File: config.mk
export PLATFORM = sky130hd
export DESIGN_NAME = mem_bus_arbiter_flat
export DESIGN_NICKNAME = d
export VERILOG_FILES = /design/src/rtl/mem_bus_arbiter_if.sv /design/src/rtl/mem_bus_arbiter.sv /design/src/flat_wrapper.sv
export SDC_FILE = /design/constraint.sdc
export NUM_CORES = 1
export LEC_CHECK = 0
export ABC_AREA = 0
export CAP_MARGIN = 20
export CORE_MARGIN = 2
export CORE_UTILIZATION = 45
export DETAILED_ROUTE_END_ITERATION = 10
export PLACE_DENSITY = 0.91
export SLEW_MARGIN = 20
export SYNTH_ARGS = -nofsm -noshare
export SYNTH_HDL_FRONTEND = slang
export SYNTH_SLANG_ARGS = --single-unit
File: constraint.sdc
create_clock -name clk -period 4.1 [get_ports clk]
set_input_delay 0.41 -clock clk [delete_from_list [all_inputs] [get_ports clk]]
set_output_delay 0.41 -clock clk [all_outputs]
set_load 0.03 [all_outputs]
File: src/rtl/mem_bus_arbiter_if.sv
// rtl/mem_bus_arbiter_if.sv - requester handshake and external byte-bus signals of the arbiter
interface mem_bus_arbiter_if;
   logic        req0;
   logic        req1;
   logic        we0;
   logic        we1;
   logic [23:0] addr0;
   logic [23:0] addr1;
   logic [7:0]  wdata0;
   logic [7:0]  wdata1;
   logic        ack0;
   logic        ack1;
   logic [7:0]  rdata;
   logic [7:0]  bus_lo;
   logic [7:0]  bus_hi;
   logic [7:0]  bus_in;
   logic        busy;
   logic        owner;

   modport master (
      input  req0, req1, we0, we1, addr0, addr1, wdata0, wdata1, bus_in,
      output ack0, ack1, rdata, bus_lo, bus_hi, busy, owner
   );

   modport slave (
      output req0, req1, we0, we1, addr0, addr1, wdata0, wdata1, bus_in,
      input  ack0, ack1, rdata, bus_lo, bus_hi, busy, owner
   );
endinterface

File: src/rtl/mem_bus_arbiter.sv
// rtl/mem_bus_arbiter.sv - two-port arbiter sequencing byte transfers over the external memory bus
module mem_bus_arbiter #(
   parameter int PRIORITY_MODE = 0,
   parameter int STARVE_LIMIT  = 4
) (
   input  logic              clk,
   input  logic              rst_n,
   mem_bus_arbiter_if.master bus
);
   localparam logic [3:0] LIMIT = 4'(STARVE_LIMIT);

   typedef enum logic [2:0] {IDLE, ADDR_LO, ADDR_HI, TURN, SAMPLE, DATA, ACK} state_t;

   state_t      state;
   logic [3:0]  starve_cnt;
   logic        last_grant;
   logic        cur_we;
   logic [7:0]  cur_addr_top;
   logic [7:0]  cur_wdata;
   logic        ack0_q;
   logic        ack1_q;
   logic        busy_q;
   logic        owner_q;
   logic [7:0]  rdata_q;
   logic [7:0]  lo_q;
   logic [7:0]  hi_q;
   logic        any_req;
   logic        grant1;
   logic [23:0] win_addr;

   // pick the winner among the requests seen in the IDLE cycle
   always_comb begin
      any_req = bus.req0 | bus.req1;
      grant1  = bus.req1;
      if (bus.req0 && bus.req1) begin
         if (PRIORITY_MODE == 0) begin
            grant1 = ~last_grant;
         end else begin
            grant1 = (starve_cnt != LIMIT);
         end
      end
      win_addr = grant1 ? bus.addr1 : bus.addr0;
   end

   // transfer sequencer; every output is registered alongside the state it belongs to
   always_ff @(posedge clk or negedge rst_n) begin
      if (!rst_n) begin
         state        <= IDLE;
         starve_cnt   <= 4'd0;
         last_grant   <= 1'b1;
         cur_we       <= 1'b0;
         cur_addr_top <= 8'h00;
         cur_wdata    <= 8'h00;
         ack0_q       <= 1'b0;
         ack1_q       <= 1'b0;
         busy_q       <= 1'b0;
         owner_q      <= 1'b0;
         rdata_q      <= 8'h00;
         lo_q         <= 8'h00;
         hi_q         <= 8'h00;
      end else begin
         ack0_q <= 1'b0;
         ack1_q <= 1'b0;
         case (state)
            IDLE: begin
               if (any_req) begin
                  state        <= ADDR_LO;
                  owner_q      <= grant1;
                  last_grant   <= grant1;
                  busy_q       <= 1'b1;
                  cur_we       <= grant1 ? bus.we1 : bus.we0;
                  cur_wdata    <= grant1 ? bus.wdata1 : bus.wdata0;
                  cur_addr_top <= win_addr[23:16];
                  lo_q         <= win_addr[7:0];
                  hi_q         <= win_addr[15:8];
                  if (!grant1) begin
                     starve_cnt <= 4'd0;
                  end else if (bus.req0 && starve_cnt < LIMIT) begin
                     starve_cnt <= starve_cnt + 4'd1;
                  end
               end else begin
                  busy_q <= 1'b0;
                  lo_q   <= 8'h00;
                  hi_q   <= 8'h00;
               end
            end
            ADDR_LO: begin
               state <= ADDR_HI;
               lo_q  <= cur_addr_top;
               hi_q  <= cur_we ? 8'hFF : 8'h00;
            end
            ADDR_HI: begin
               if (cur_we) begin
                  state <= DATA;
                  lo_q  <= cur_wdata;
                  hi_q  <= 8'hFF;
               end else begin
                  state <= TURN;
                  lo_q  <= 8'h00;
                  hi_q  <= 8'h00;
               end
            end
            TURN: begin
               state <= SAMPLE;
               lo_q  <= 8'h00;
               hi_q  <= 8'h00;
            end
            SAMPLE: begin
               state   <= ACK;
               rdata_q <= bus.bus_in;
               ack0_q  <= ~owner_q;
               ack1_q  <= owner_q;
               lo_q    <= 8'h00;
               hi_q    <= 8'h00;
            end
            DATA: begin
               state  <= ACK;
               ack0_q <= ~owner_q;
               ack1_q <= owner_q;
               lo_q   <= 8'h00;
               hi_q   <= 8'h00;
            end
            ACK: begin
               state  <= IDLE;
               busy_q <= 1'b0;
               lo_q   <= 8'h00;
               hi_q   <= 8'h00;
            end
            default: begin
               state  <= IDLE;
               busy_q <= 1'b0;
               lo_q   <= 8'h00;
               hi_q   <= 8'h00;
            end
         endcase
      end
   end

   assign bus.ack0   = ack0_q;
   assign bus.ack1   = ack1_q;
   assign bus.rdata  = rdata_q;
   assign bus.bus_lo = lo_q;
   assign bus.bus_hi = hi_q;
   assign bus.busy   = busy_q;
   assign bus.owner  = owner_q;
endmodule

File: src/flat_wrapper.sv
// flat-port wrapper written by rule: the top's interface ports become plain ports
module mem_bus_arbiter_flat 
#(
   parameter int PRIORITY_MODE = 0,
   parameter int STARVE_LIMIT  = 4
)
  (clk, rst_n, bus_req0, bus_req1, bus_we0, bus_we1, bus_addr0, bus_addr1, bus_wdata0, bus_wdata1, bus_bus_in, bus_ack0, bus_ack1, bus_rdata, bus_bus_lo, bus_bus_hi, bus_busy, bus_owner);
  mem_bus_arbiter_if bus_i ();
  input  logic clk;
  input  logic rst_n;
  input wire logic [$bits(bus_i.req0)-1:0] bus_req0;
  input wire logic [$bits(bus_i.req1)-1:0] bus_req1;
  input wire logic [$bits(bus_i.we0)-1:0] bus_we0;
  input wire logic [$bits(bus_i.we1)-1:0] bus_we1;
  input wire logic [$bits(bus_i.addr0)-1:0] bus_addr0;
  input wire logic [$bits(bus_i.addr1)-1:0] bus_addr1;
  input wire logic [$bits(bus_i.wdata0)-1:0] bus_wdata0;
  input wire logic [$bits(bus_i.wdata1)-1:0] bus_wdata1;
  input wire logic [$bits(bus_i.bus_in)-1:0] bus_bus_in;
  output wire logic [$bits(bus_i.ack0)-1:0] bus_ack0;
  output wire logic [$bits(bus_i.ack1)-1:0] bus_ack1;
  output wire logic [$bits(bus_i.rdata)-1:0] bus_rdata;
  output wire logic [$bits(bus_i.bus_lo)-1:0] bus_bus_lo;
  output wire logic [$bits(bus_i.bus_hi)-1:0] bus_bus_hi;
  output wire logic [$bits(bus_i.busy)-1:0] bus_busy;
  output wire logic [$bits(bus_i.owner)-1:0] bus_owner;
  assign bus_i.req0 = bus_req0;
  assign bus_i.req1 = bus_req1;
  assign bus_i.we0 = bus_we0;
  assign bus_i.we1 = bus_we1;
  assign bus_i.addr0 = bus_addr0;
  assign bus_i.addr1 = bus_addr1;
  assign bus_i.wdata0 = bus_wdata0;
  assign bus_i.wdata1 = bus_wdata1;
  assign bus_i.bus_in = bus_bus_in;
  assign bus_ack0 = bus_i.ack0;
  assign bus_ack1 = bus_i.ack1;
  assign bus_rdata = bus_i.rdata;
  assign bus_bus_lo = bus_i.bus_lo;
  assign bus_bus_hi = bus_i.bus_hi;
  assign bus_busy = bus_i.busy;
  assign bus_owner = bus_i.owner;
  mem_bus_arbiter #(.PRIORITY_MODE(PRIORITY_MODE), .STARVE_LIMIT(STARVE_LIMIT)) u_core (.clk(clk), .rst_n(rst_n), .bus(bus_i));
endmodule
-- Yosys cells after proc, flatten, opt, wreduce, memory -nomap -nowiden
Cells that the tools add are included.
- register bits: 49
- bits in latches: 0
- RAM bits: 0
- memory bits (read-only): 0
- output and inout port bits: 28
- logic and storage cells: 44
- memories kept: 0
- add/sub/neg operators: 0
- multipliers: 0
- div/mod/pow operators: 0
- order comparisons: 0
- equal/unequal tests: 6
- shift-type cells: 0
- muxes and demuxes: 17
- bitwise logic cells: 3
- reductions and logical operators: 6
- operators by type and width (kind ; number):
    $mux W8 ; 5
    $mux W24 ; 1
    $pmux W8 S3 ; 1
    $pmux W8 S2 ; 1
    $pmux W3 S5 ; 1
    $eq A3 B2 Y1 const B ; 2
    $eq A3 B3 Y1 const B ; 2
    $mux W3 ; 2
    $mux W1 ; 5
    $reduce_or A5 Y1 ; 1
    $reduce_or A2 Y1 ; 2
    $eq A3 B1 Y1 const B ; 1
    $logic_not A3 Y1 ; 1
    $ne A2 B1 Y1 const B ; 1
    $not A1 Y1 ; 2
    $pmux W1 S2 ; 1
    $reduce_and A2 Y1 ; 1
    $logic_and A1 B1 Y1 ; 1
    $or A1 B1 Y1 ; 1

-- Longest topological paths before layout
Gate-level depths: netlist of run 1.
- word-level depth: 5
- gate-level depth with buffers: 5

-- Least setup slack after synthesis of run 1
Ideal clock, no wire load.
- kind: input to register
- start point: in bus_req1
- end point: reg u_core.cur_addr_top[2]
- setup time: 0.125 ns
- data arrival time: 1.441 ns
- setup slack: 2.534 ns
- stages on the path: 4
- cells stage by stage: a21boi_4 > buf_6 > mux2_2 > mux2_4
- word-level cells in the longest chain between the ends: 3
- ends and longest elaborated chain (item ; RTL line ; RTL):
    start: declaration ; flat_wrapper.sv:12 ; input wire logic [$bits(bus_i.req1)-1:0] bus_req1;
    $logic_and A1 B1 Y1 ; mem_bus_arbiter.sv:35 ; if (bus.req0 && bus.req1) begin
    $mux W1 ; mem_bus_arbiter.sv:35 ;
    $mux W24 ; mem_bus_arbiter.sv:42 ; win_addr = grant1 ? bus.addr1 : bus.addr0;
    end signal: assignment ; mem_bus_arbiter.sv:73 ; cur_addr_top <= win_addr[23:16];
    end: declaration ; mem_bus_arbiter.sv:18 ; logic [7:0] cur_addr_top;
Several ways; a longest one is shown, not always the timed one.
A chain may end at the register's enable or synchronous reset.

-- Final worst setup path of run 1
- start point: in bus_req1
- end point: reg u_core.cur_addr_top[3]
Same word-level chain as after synthesis.

==> results of run 1 <==
worst max path at each step:
stage | startpoint | to | cells after the start
4_1_cts | bus_req1 | u_core.bus.bus_hi[0] | 5
2_1_floorplan | bus_req1 | u_core.cur_addr_top[2] | 4
3_3_place_gp | bus_req1 | u_core.bus.bus_hi[6] | 5
3_5_place_dp | bus_req1 | u_core.bus.bus_hi[0] | 5
5_1_grt | bus_req1 | u_core.bus.bus_hi[3] | 5
6_report | bus_req1 | u_core.cur_addr_top[3] | 4
state kept, by name, summed over array words and instances, names as in the netlist, 3 cells and up:
name and count:
u_core.bus.bus_lo 8, u_core.cur_addr_top 8, u_core.bus.bus_hi 8, u_core.state 3, u_core.bus.rdata 8, u_core.cur_wdata 8
logic make-up (layout without fill, tap and decap cells):
| family | Yosys count | count (layout) |
|---|---|---|
| muxes | 58 | 58 |
| DFF | 49 | 49 |
| AOI/OAI and AO/OA | 33 | 33 |
| and+or+nand+nor | 14 | 14 |
| buffers and inverters | 12 | 116 |
| xor gates and xnor gates | 1 | 1 |
metal layers:
| layer | track usage [%] | vias up |
|---|---|---|
| met3 | 3.571 | 5 |
| met2 | 34.10 | 72 |
| met4 | 6.043 | 0 |
| met5 | 0 | - |
| met1 | 21.86 | 830 |
| li1 | - | 818 |
area by class of cell:
type                    instances  area, µm²
fillers                       400       1543
flip-flops and latches         49       1227
repair buffers                107       1084
multi-input cells             106       1003
well taps                      70      87.58
clock buffers                   5      68.82
clock inverters                 3      25.02
inverters                       1      3.754
where the power goes:
part           internal, mW  switching, mW  total, mW
Sequential            0.709          0.150      0.859
Combinational         0.608          0.547       1.15
Clock                 0.124          0.166      0.290
placed cells by master (no fill, tap or decap), types with 2 or more instances in the layout:
master | synthesis | layout
sky130_fd_sc_hd__clkdlybuf4s50_1 | 0 | 104
sky130_fd_sc_hd__dfrtp_1 | 48 | 48
sky130_fd_sc_hd__mux2_2 | 30 | 30
sky130_fd_sc_hd__mux2i_1 | 16 | 16
sky130_fd_sc_hd__mux2_4 | 12 | 12
sky130_fd_sc_hd__o21ai_0 | 10 | 10
sky130_fd_sc_hd__a22oi_1 | 8 | 8
sky130_fd_sc_hd__o22ai_1 | 8 | 8
sky130_fd_sc_hd__clkbuf_8 | 0 | 5
sky130_fd_sc_hd__nor2_1 | 4 | 4
sky130_fd_sc_hd__nand3b_1 | 2 | 2
sky130_fd_sc_hd__nand2b_1 | 2 | 2
sky130_fd_sc_hd__nand2_1 | 2 | 2
sky130_fd_sc_hd__inv_6 | 0 | 2
sky130_fd_sc_hd__buf_4 | 0 | 2
through the flow:
stage	hold slack [ns]	setup slack [ns]	instance area (µm²)	total power, mW	utilization (%)
4_1_cts	0.3293	1.775	3470	2.310	68.81
6_report	0.1152	1.821	3500	2.304	69.40
3_5_place_dp	0.4941	1.458	3376	2.013	66.95
3_3_place_gp	0.4790	1.510	3376	1.977	66.95
2_1_floorplan	0.1144	2.534	2317	1.621	-
5_1_grt	0.1659	1.674	3500	2.456	69.40
==> results.toml, run 1 <==
[synth]
yosys-mux-area-fraction_pct = 29.27
netlist.area_leader.share_pct = 51.84
synth-compound-area-share_pct = 9.557
synth_xor_area_share_pct = 0.3780
syn_area_per_cell_um2 = 13.88
synth-async-reset-ratio_pct = 100.0
post_synth_and_or_nand_nor_area_fraction_pct = 3.780
synth_seq_area_share_pct = 52.97
syn-instance-count = 167
synth_top_cells_by_area = "sky130_fd_sc_hd__dfrtp_1 52%, sky130_fd_sc_hd__mux2_2 15%, sky130_fd_sc_hd__mux2_4 7.8%"
mappedNetlistArea_mm2 = 0.002317
main_flop_type_after_synthesis = "sky130_fd_sc_hd__dfrtp_1"
synth.cells.most_frequent = "48 x sky130_fd_sc_hd__dfrtp_1, 30 x sky130_fd_sc_hd__mux2_2, 16 x sky130_fd_sc_hd__mux2i_1, 12 x sky130_fd_sc_hd__mux2_4, 10 x sky130_fd_sc_hd__o21ai_0"
post-synth-top-count-cell = "sky130_fd_sc_hd__dfrtp_1"
yosys_warnings = 0
cell_taking_the_most_area_after_synthesis = "sky130_fd_sc_hd__dfrtp_1"
dominant_combinational_cell_family_by_area_after_synthesis = "multiplexers"
yosys_register_bits = 49
synth-edff-count = 0
synth.distinct_cells = 30
mappedNetlistNets = 245
synth_adder_area_share_pct = 0

[floorplan]
io_pins = 106
initial_core_util_pct = 45.96
die_area_mm2 = 0.005740
die_x_um = 75.76
core_mm2 = 0.005042
die-height_um = 75.76
placementRows = 26

[placement]
numPlacedInstances = 332
io_buffer_count = 105
dp_hpwl_um = 3748
finalWeightedCongestion = 0.7159

[sta]
worst-slew-pin-transition_ns = 0.9199
slew_viol_final = 0
worst_slew_margin_rel_pct = 38.52
fmaxAchievable_mhz = 438.8
finalSetupViolCount = 0
share_of_the_clock_period_used_by_the_worst_path_after_layout_pct = 55.59
fin_setup_tns_ns = 0
final_hold_violating_endpoints = 0
grt_setup_unrepaired = "false"
finClkSkew_ns = 0.008808
final.min_clock_period_ns = 2.279

[power]
power.static_leakage_nw = 1.473
power_density_mw_per_mm2 = 658.3
power.ir.vdd_worst_v = 0.0002992

[global_routing]
grt_first_pass_wirelength_um = 8128
largest_net_degree_at_the_start_of_global_routing = 50
grt_pass1_vias = 1809
grt_antenna_before_repair = 0
grt-ovfl-total = 0
grt_usage_pct = 18.66

[setup_path]
timing.setup.critical_path_class = "in2reg"
critical_path.cell_chain = "clkdlybuf4s50_1, a21boi_4, mux2_2, mux2_4"
worst-path-buf-inv = 1
regToRegEndpoint = "u_core.cur_addr_top[3]"
worstRegToRegCells = 3
critical_path.reg2reg.startpoint = "u_core.last_grant"
worst_setup_slack_for_register_to_register_paths_ns = 2.16
path_max_fanout = 26
critPathTopFamily = "compound AO/OA/AOI/OAI gates"
end_kind = "flip-flop"
timing.critical_path.required_ns = 4.28
critical_path.max_stage_delay_ns = 0.77
crit_path_top_delay_cell = "sky130_fd_sc_hd__a21boi_4"
start_kind = "input port"
arrival_time_at_the_worst_endpoint_ns = 2.46

[drt]
vias_per_cell = 5.059
dr_total_vias = 1725
dr_drc_count = 0
wl_per_cell_um = 14.62
wl_met1_um = 1998
wl_met3_um = 318
antenna_left = 0
detail_route.iter0.violations = 80
met2_length_um = 2626
drt_wl_total_um = 4986
dr.max_layer_used = "met4"
drtPass1Iterations = 4

[status]
status = "completed"

[cts]
cts_hold_repair.buffers = 0
post-cts-setup-buffer-count = 0
clkLatencyLatePin_ns = 0.30
max-clock-path-buffers = 2
cts.clk_slew.worst_paths_ns = 0.09
cts_sinks = 49
cts_tree = "done"
cts_max_level = 2
cts_inserted_buffers = 5
post_cts.resized_instances = 0
clockRootBuffer = "sky130_fd_sc_hd__clkbuf_8"

[finish]
final_cell_count_no_fill = 341
nNetsFinal = 348
drive_above_1_share_pct = 21.40
area_growth_pct = 51.03
n_antenna_cell = 0

[hold_path]
hold_path.class = "in2async"

[flow_run]
cap_viol_max_count = 0
Power figures use the tool's default switching activity.
==> run 2: changes to the inputs <==
--- a/config.mk
+++ b/config.mk
@@ -8,9 +8,9 @@
 export ABC_AREA = 0
 export CAP_MARGIN = 20
 export CORE_MARGIN = 2
-export CORE_UTILIZATION = 45
+export CORE_UTILIZATION = 37
 export DETAILED_ROUTE_END_ITERATION = 10
-export PLACE_DENSITY = 0.91
+export PLACE_DENSITY = 0.81
 export SLEW_MARGIN = 20
 export SYNTH_ARGS = -nofsm -noshare
 export SYNTH_HDL_FRONTEND = slang
==> constraint.sdc (replaced) <==
create_clock -name clk -period 1.9 [get_ports clk]
set_input_delay 0.19 -clock clk [delete_from_list [all_inputs] [get_ports clk]]
set_output_delay 0.19 -clock clk [all_outputs]
set_load 0.03 [all_outputs]
==> results.toml, run 2 (synthesized netlist as in run 1, its figures left out) <==
[status]
status = "completed"

[sta]
slew_viol_final = 0
fin_setup_tns_ns = 0
grt_setup_unrepaired = "false"
share_of_the_clock_period_used_by_the_worst_path_after_layout_pct = 86.04
finalSetupViolCount = 0
final.min_clock_period_ns = 1.635
fin_ws_ns = 0.2652
fmaxAchievable_mhz = 611.7
worst_slew_margin_rel_pct = 53.22
worst-slew-pin-transition_ns = 0.7002
finalHoldWorstSlack_ns = 0.4100
finClkSkew_ns = 0.009446
final_hold_violating_endpoints = 0

[drt]
vias_per_cell = 4.895
dr_drc_count = 0
drtPass1Iterations = 3
wl_met1_um = 2079
detail_route.iter0.violations = 70
drt_wl_total_um = 5199
antenna_left = 0
wl_per_cell_um = 14.69
met2_length_um = 2738
wl_met3_um = 319
dr_total_vias = 1733
dr.max_layer_used = "met4"

[global_routing]
grt_usage_pct = 15.54
grt-ovfl-total = 0
grt_pass1_vias = 1845
largest_net_degree_at_the_start_of_global_routing = 28
grt_first_pass_wirelength_um = 8625
grt_antenna_before_repair = 0

[flow_run]
cap_viol_max_count = 0

[finish]
fillers = 500
area_growth_pct = 54.97
mostFrequentLayoutCells = "104 x sky130_fd_sc_hd__clkdlybuf4s50_1, 48 x sky130_fd_sc_hd__dfrtp_1, 30 x sky130_fd_sc_hd__mux2_2"
drive_above_1_share_pct = 23.30
post-route-cell-area_mm2 = 0.003591
nNetsFinal = 356
n_antenna_cell = 0
mostFrequentLayoutCell = "sky130_fd_sc_hd__clkdlybuf4s50_1"

[setup_path]
arrival_time_at_the_worst_endpoint_ns = 1.82
crit_path_start = "u_core.state[1]"
end_kind = "flip-flop"
critPathTopFamily = "simple AND/OR/NAND/NOR gates"
start_kind = "flip-flop"
timing.critical_path.required_ns = 2.08
worst-path-buf-inv = 0
timing.setup.critical_path_class = "reg2reg"
critical_path.cell_chain = "nand2b_1, nor2_2, mux2_2"
crit_path_top_delay_cell = "sky130_fd_sc_hd__dfrtp_1"
path_max_fanout = 10
critical_path.max_stage_delay_ns = 0.51
critical_path.reg2reg.startpoint = "u_core.state[1]"

[power]
power.ir.vdd_worst_v = 0.0007762
power.static_leakage_nw = 1.525
power_density_mw_per_mm2 = 1404

[floorplan]
die-height_um = 83.14
die_area_mm2 = 0.006911
placementRows = 28
initial_core_util_pct = 38.68
core_mm2 = 0.005991
die_x_um = 83.14
io_pins = 106

[cts]
clkLatencyLatePin_ns = 0.30
cts.clk_slew.worst_paths_ns = 0.09
max-clock-path-buffers = 2
cts_tree = "done"
cts_max_level = 2
cts_inserted_buffers = 5
cts_sinks = 49
clockRootBuffer = "sky130_fd_sc_hd__clkbuf_8"

[placement]
placed_cell_area_mm2 = 0.003480
worst_setup_slack_after_placement_ns = 0.05021
io_buffer_count = 105
finalWeightedCongestion = 0.7284
dp_hpwl_um = 4028

[hold_path]
hold_path.class = "in2async"
[run 2: cell types whose count changed in the layout (fill, tap and decap cells not counted), moves of 2 or more]
cell,before,now
sky130_fd_sc_hd__clkbuf_8,5,7
sky130_fd_sc_hd__buf_4,2,6
sky130_fd_sc_hd__inv_6,2,0
sky130_fd_sc_hd__buf_12,0,3
[run 2: area by class of cell]
class | instances | area (µm²) | share of cell area [%]
sequential | 49 | 1227 | 34.18
timing repair buffer | 115 | 1161 | 32.33
multi-input combinational | 106 | 1003 | 27.94
clock buffer | 7 | 96.34 | 2.683
tap | 75 | 93.84 | 2.613
clock inverter | 1 | 5.005 | 0.1394
inverter | 1 | 3.754 | 0.1045
[run 2: worst paths after layout]
check	endpoint	slack (ns)	cells past startpoint
max in group asynchronous	u_core.bus.bus_hi[2]	0.95	3
min in group clk	u_core.bus.ack0	0.49	1
max reg2reg	u_core.bus.rdata[4]	0.27	3
min	u_core.bus.rdata[2]	0.41	2
max	u_core.bus.rdata[4]	0.27	3
min reg2reg	u_core.bus.ack0	0.49	1
[run 2: through the flow]
| step | total power, mW | util, % | instances |
|---|---|---|---|
| after floorplan | 3.497 | - | 167 |
| after global placement | 4.359 | 58.08 | 345 |
| after detailed placement | 4.445 | 58.08 | 345 |
| after CTS | 5.102 | 59.94 | 354 |
| after global routing | 5.339 | 59.94 | 354 |
| final | 5.042 | 59.94 | 354 |
[run 2: report_power, final]
part | switching [mW] | leakage [nW] | internal [mW]
Sequential | 0.305 | 0.603 | 1.53
Clock | 0.319 | 0.0542 | 0.329
Combinational | 1.21 | 0.867 | 1.34
[run 2: repair_timing]
item	4_1_cts	5_1_grt
hold buffers	1	0
resized for setup	0	0
setup endpoints to repair	0	0
buffers inserted	0	0
endpoints found under the hold margin	21	0
[run 2: metal layers]
metal  track usage, %  up-vias
li1                 -      830
met1            17.15      827
met2            29.62       69
met3            3.380        7
met4            4.471        0
met5                0        -
==> run 3: changes to the inputs <==
--- a/config.mk
+++ b/config.mk
@@ -6,11 +6,13 @@
 export NUM_CORES = 1
 export LEC_CHECK = 0
 export ABC_AREA = 0
-export CAP_MARGIN = 20
+export CAP_MARGIN = 25
+export CELL_PAD_IN_SITES_DETAIL_PLACEMENT = 1
+export CELL_PAD_IN_SITES_GLOBAL_PLACEMENT = 1
 export CORE_MARGIN = 2
-export CORE_UTILIZATION = 37
+export CORE_UTILIZATION = 29
 export DETAILED_ROUTE_END_ITERATION = 10
-export PLACE_DENSITY = 0.81
+export PLACE_DENSITY = 0.82
 export SLEW_MARGIN = 20
 export SYNTH_ARGS = -nofsm -noshare
 export SYNTH_HDL_FRONTEND = slang
==> constraint.sdc (replaced) <==
create_clock -name clk -period 1.3 [get_ports clk]
set_input_delay 0.13 -clock clk [delete_from_list [all_inputs] [get_ports clk]]
set_output_delay 0.13 -clock clk [all_outputs]
set_load 0.03 [all_outputs]
==> results.toml, run 3 (synthesized netlist as in run 1, its figures left out) <==
[finish]
mostFrequentLayoutCell = "sky130_fd_sc_hd__clkdlybuf4s50_1"
mostFrequentLayoutCells = "76 x sky130_fd_sc_hd__clkdlybuf4s50_1, 46 x sky130_fd_sc_hd__dfrtp_1, 28 x sky130_fd_sc_hd__dlygate4sd2_1"
layout.core_utilization_pct = 50.50
multi_input_comb_area_mm2 = 0.001116
area_growth_pct = 68.41
n_antenna_cell = 0
drive_above_1_share_pct = 31.88
final_cell_count_no_fill = 400
seqCellArea_mm2 = 0.001230
nNetsFinal = 375
fillers = 808
post-route-cell-area_mm2 = 0.003902

[drt]
vias_per_cell = 4.625
dr_total_vias = 1850
dr_drc_count = 0
wl_per_cell_um = 15.73
drtPass1Iterations = 4
detail_route.iter0.violations = 48
antenna_left = 0
drt_wl_total_um = 6290

[setup_path]
critPathTopFamily = "multiplexers"
path_max_fanout = 26
crit_path_top_delay_cell = "sky130_fd_sc_hd__dfstp_2"
critical_path.cell_chain = "a21boi_4, buf_12, mux2_2, mux2_4"
arrival_time_at_the_worst_endpoint_ns = 1.68
end_kind = "flip-flop"
critical_path.max_stage_delay_ns = 0.39
timing.critical_path.required_ns = 1.48
timing.setup.critical_path_class = "reg2reg"
worst-path-buf-inv = 1
start_kind = "flip-flop"

[placement]
placed_cell_area_mm2 = 0.003655
io_buffer_count = 105
dp_hpwl_um = 4674
finalWeightedCongestion = 0.7104
numPlacedInstances = 382

[floorplan]
initial_core_util_pct = 29.99
core_mm2 = 0.007727
placementRows = 32
die-height_um = 93.39
die_x_um = 93.39
io_pins = 106
die_area_mm2 = 0.008722

[sta]
fmaxAchievable_mhz = 666.6
share_of_the_clock_period_used_by_the_worst_path_after_layout_pct = 115.4
final_hold_violating_endpoints = 0
fin_setup_tns_ns = -4.651
worst-slew-pin-transition_ns = 0.3607
grt_setup_unrepaired = "true"
final.min_clock_period_ns = 1.500
fin_ws_ns = -0.2002
slew_viol_final = 0
finalHoldWorstSlack_ns = 0.3651
finClkSkew_ns = 0.009473
worst_slew_margin_rel_pct = 75.95
finalSetupViolCount = 34

[global_routing]
grt_first_pass_wirelength_um = 9901
grt_usage_pct = 14.45
grt_pass1_vias = 2048
use_met2_pct = 26.56
grt_antenna_before_repair = 0
grt_busiest_layer = "met2"
grt_use_met1_pct = 17.40
grtUsageMet3_pct = 2.417
largest_net_degree_at_the_start_of_global_routing = 29
grt-ovfl-total = 0

[cts]
cts_inserted_buffers = 5
cts.clk_slew.worst_paths_ns = 0.09
clkLatencyLatePin_ns = 0.29
cts_tree = "done"
cts_max_level = 2
clockRootBuffer = "sky130_fd_sc_hd__clkbuf_8"
max-clock-path-buffers = 2
cts_sinks = 49

[hold_path]
hold_path.class = "in2async"

[flow_run]
cap_viol_max_count = 0

[status]
violations_in_the_final_reports = "negative setup slack"
status = "finished with violations"

[power]
power_density_mw_per_mm2 = 2078
power.ir.vdd_worst_v = 0.0006549
power.static_leakage_nw = 1.763
run 3: path summary, 6_finish.rpt:
check | start | end | slack, ns | depth (start not counted)
setup / recovery | u_core.last_grant | u_core.cur_wdata[4] | -0.20 | 4
hold / removal | rst_n | u_core.bus.rdata[3] | 0.37 | 3
setup reg to reg | u_core.last_grant | u_core.cur_wdata[4] | -0.20 | 4
hold reg to reg | u_core.bus.rdata[1] | u_core.bus.rdata[1] | 0.51 | 1
max in group asynchronous | rst_n | u_core.last_grant | 0.60 | 3
min in group clk | bus_bus_in[2] | u_core.bus.rdata[2] | 0.46 | 2
run 3: per-layer routing:
metal	share of wire (%)	up-vias
met5	0	-
met4	1.3	0
met3	4.5	7
met2	53	64
met1	41	908
li1	-	871
run 3: worst reg2reg max path, stage by stage (launching register included):
cell and delay [ns]:
sky130_fd_sc_hd__dfstp_2 0.39, sky130_fd_sc_hd__a21boi_4 0.14, sky130_fd_sc_hd__buf_12 0.22, sky130_fd_sc_hd__mux2_2 0.37, sky130_fd_sc_hd__mux2_4 0.27
run 3: repair_timing:
action | 4_1_cts | 5_1_grt
gates resized for setup | 42 | 11
pin swaps | 3 | 6
gates cloned | 1 | 1
endpoints found under the setup margin | 70 | 42
hold buffers | 1 | 0
endpoints found under the hold margin | 48 | 0
buffers inserted | 7 | 2
run 3: layout make-up:
type                            instances  area share, %
Inverter                                1        0.09618
Multi-Input combinational cell        106          28.60
Clock buffer                            8          2.052
Sequential cell                        49          31.52
Tap cell                              102          3.270
Timing Repair Buffer                  134          34.47
run 3: through the flow:
step | worst slack, ns | total power [mW]
after floorplan | -0.1724 | 5.312
after global placement | -0.4567 | 6.852
after detailed placement | -0.4936 | 6.995
after CTS | -0.2117 | 7.978
after global routing | -0.2408 | 8.613
final | -0.2002 | 8.111
run 3: where the power goes:
group          total, mW  switching, mW  internal (mW)
Sequential          2.68          0.431           2.25
Combinational       4.60           2.13           2.47
Clock              0.833          0.450          0.383
Total               8.11           3.01           5.10
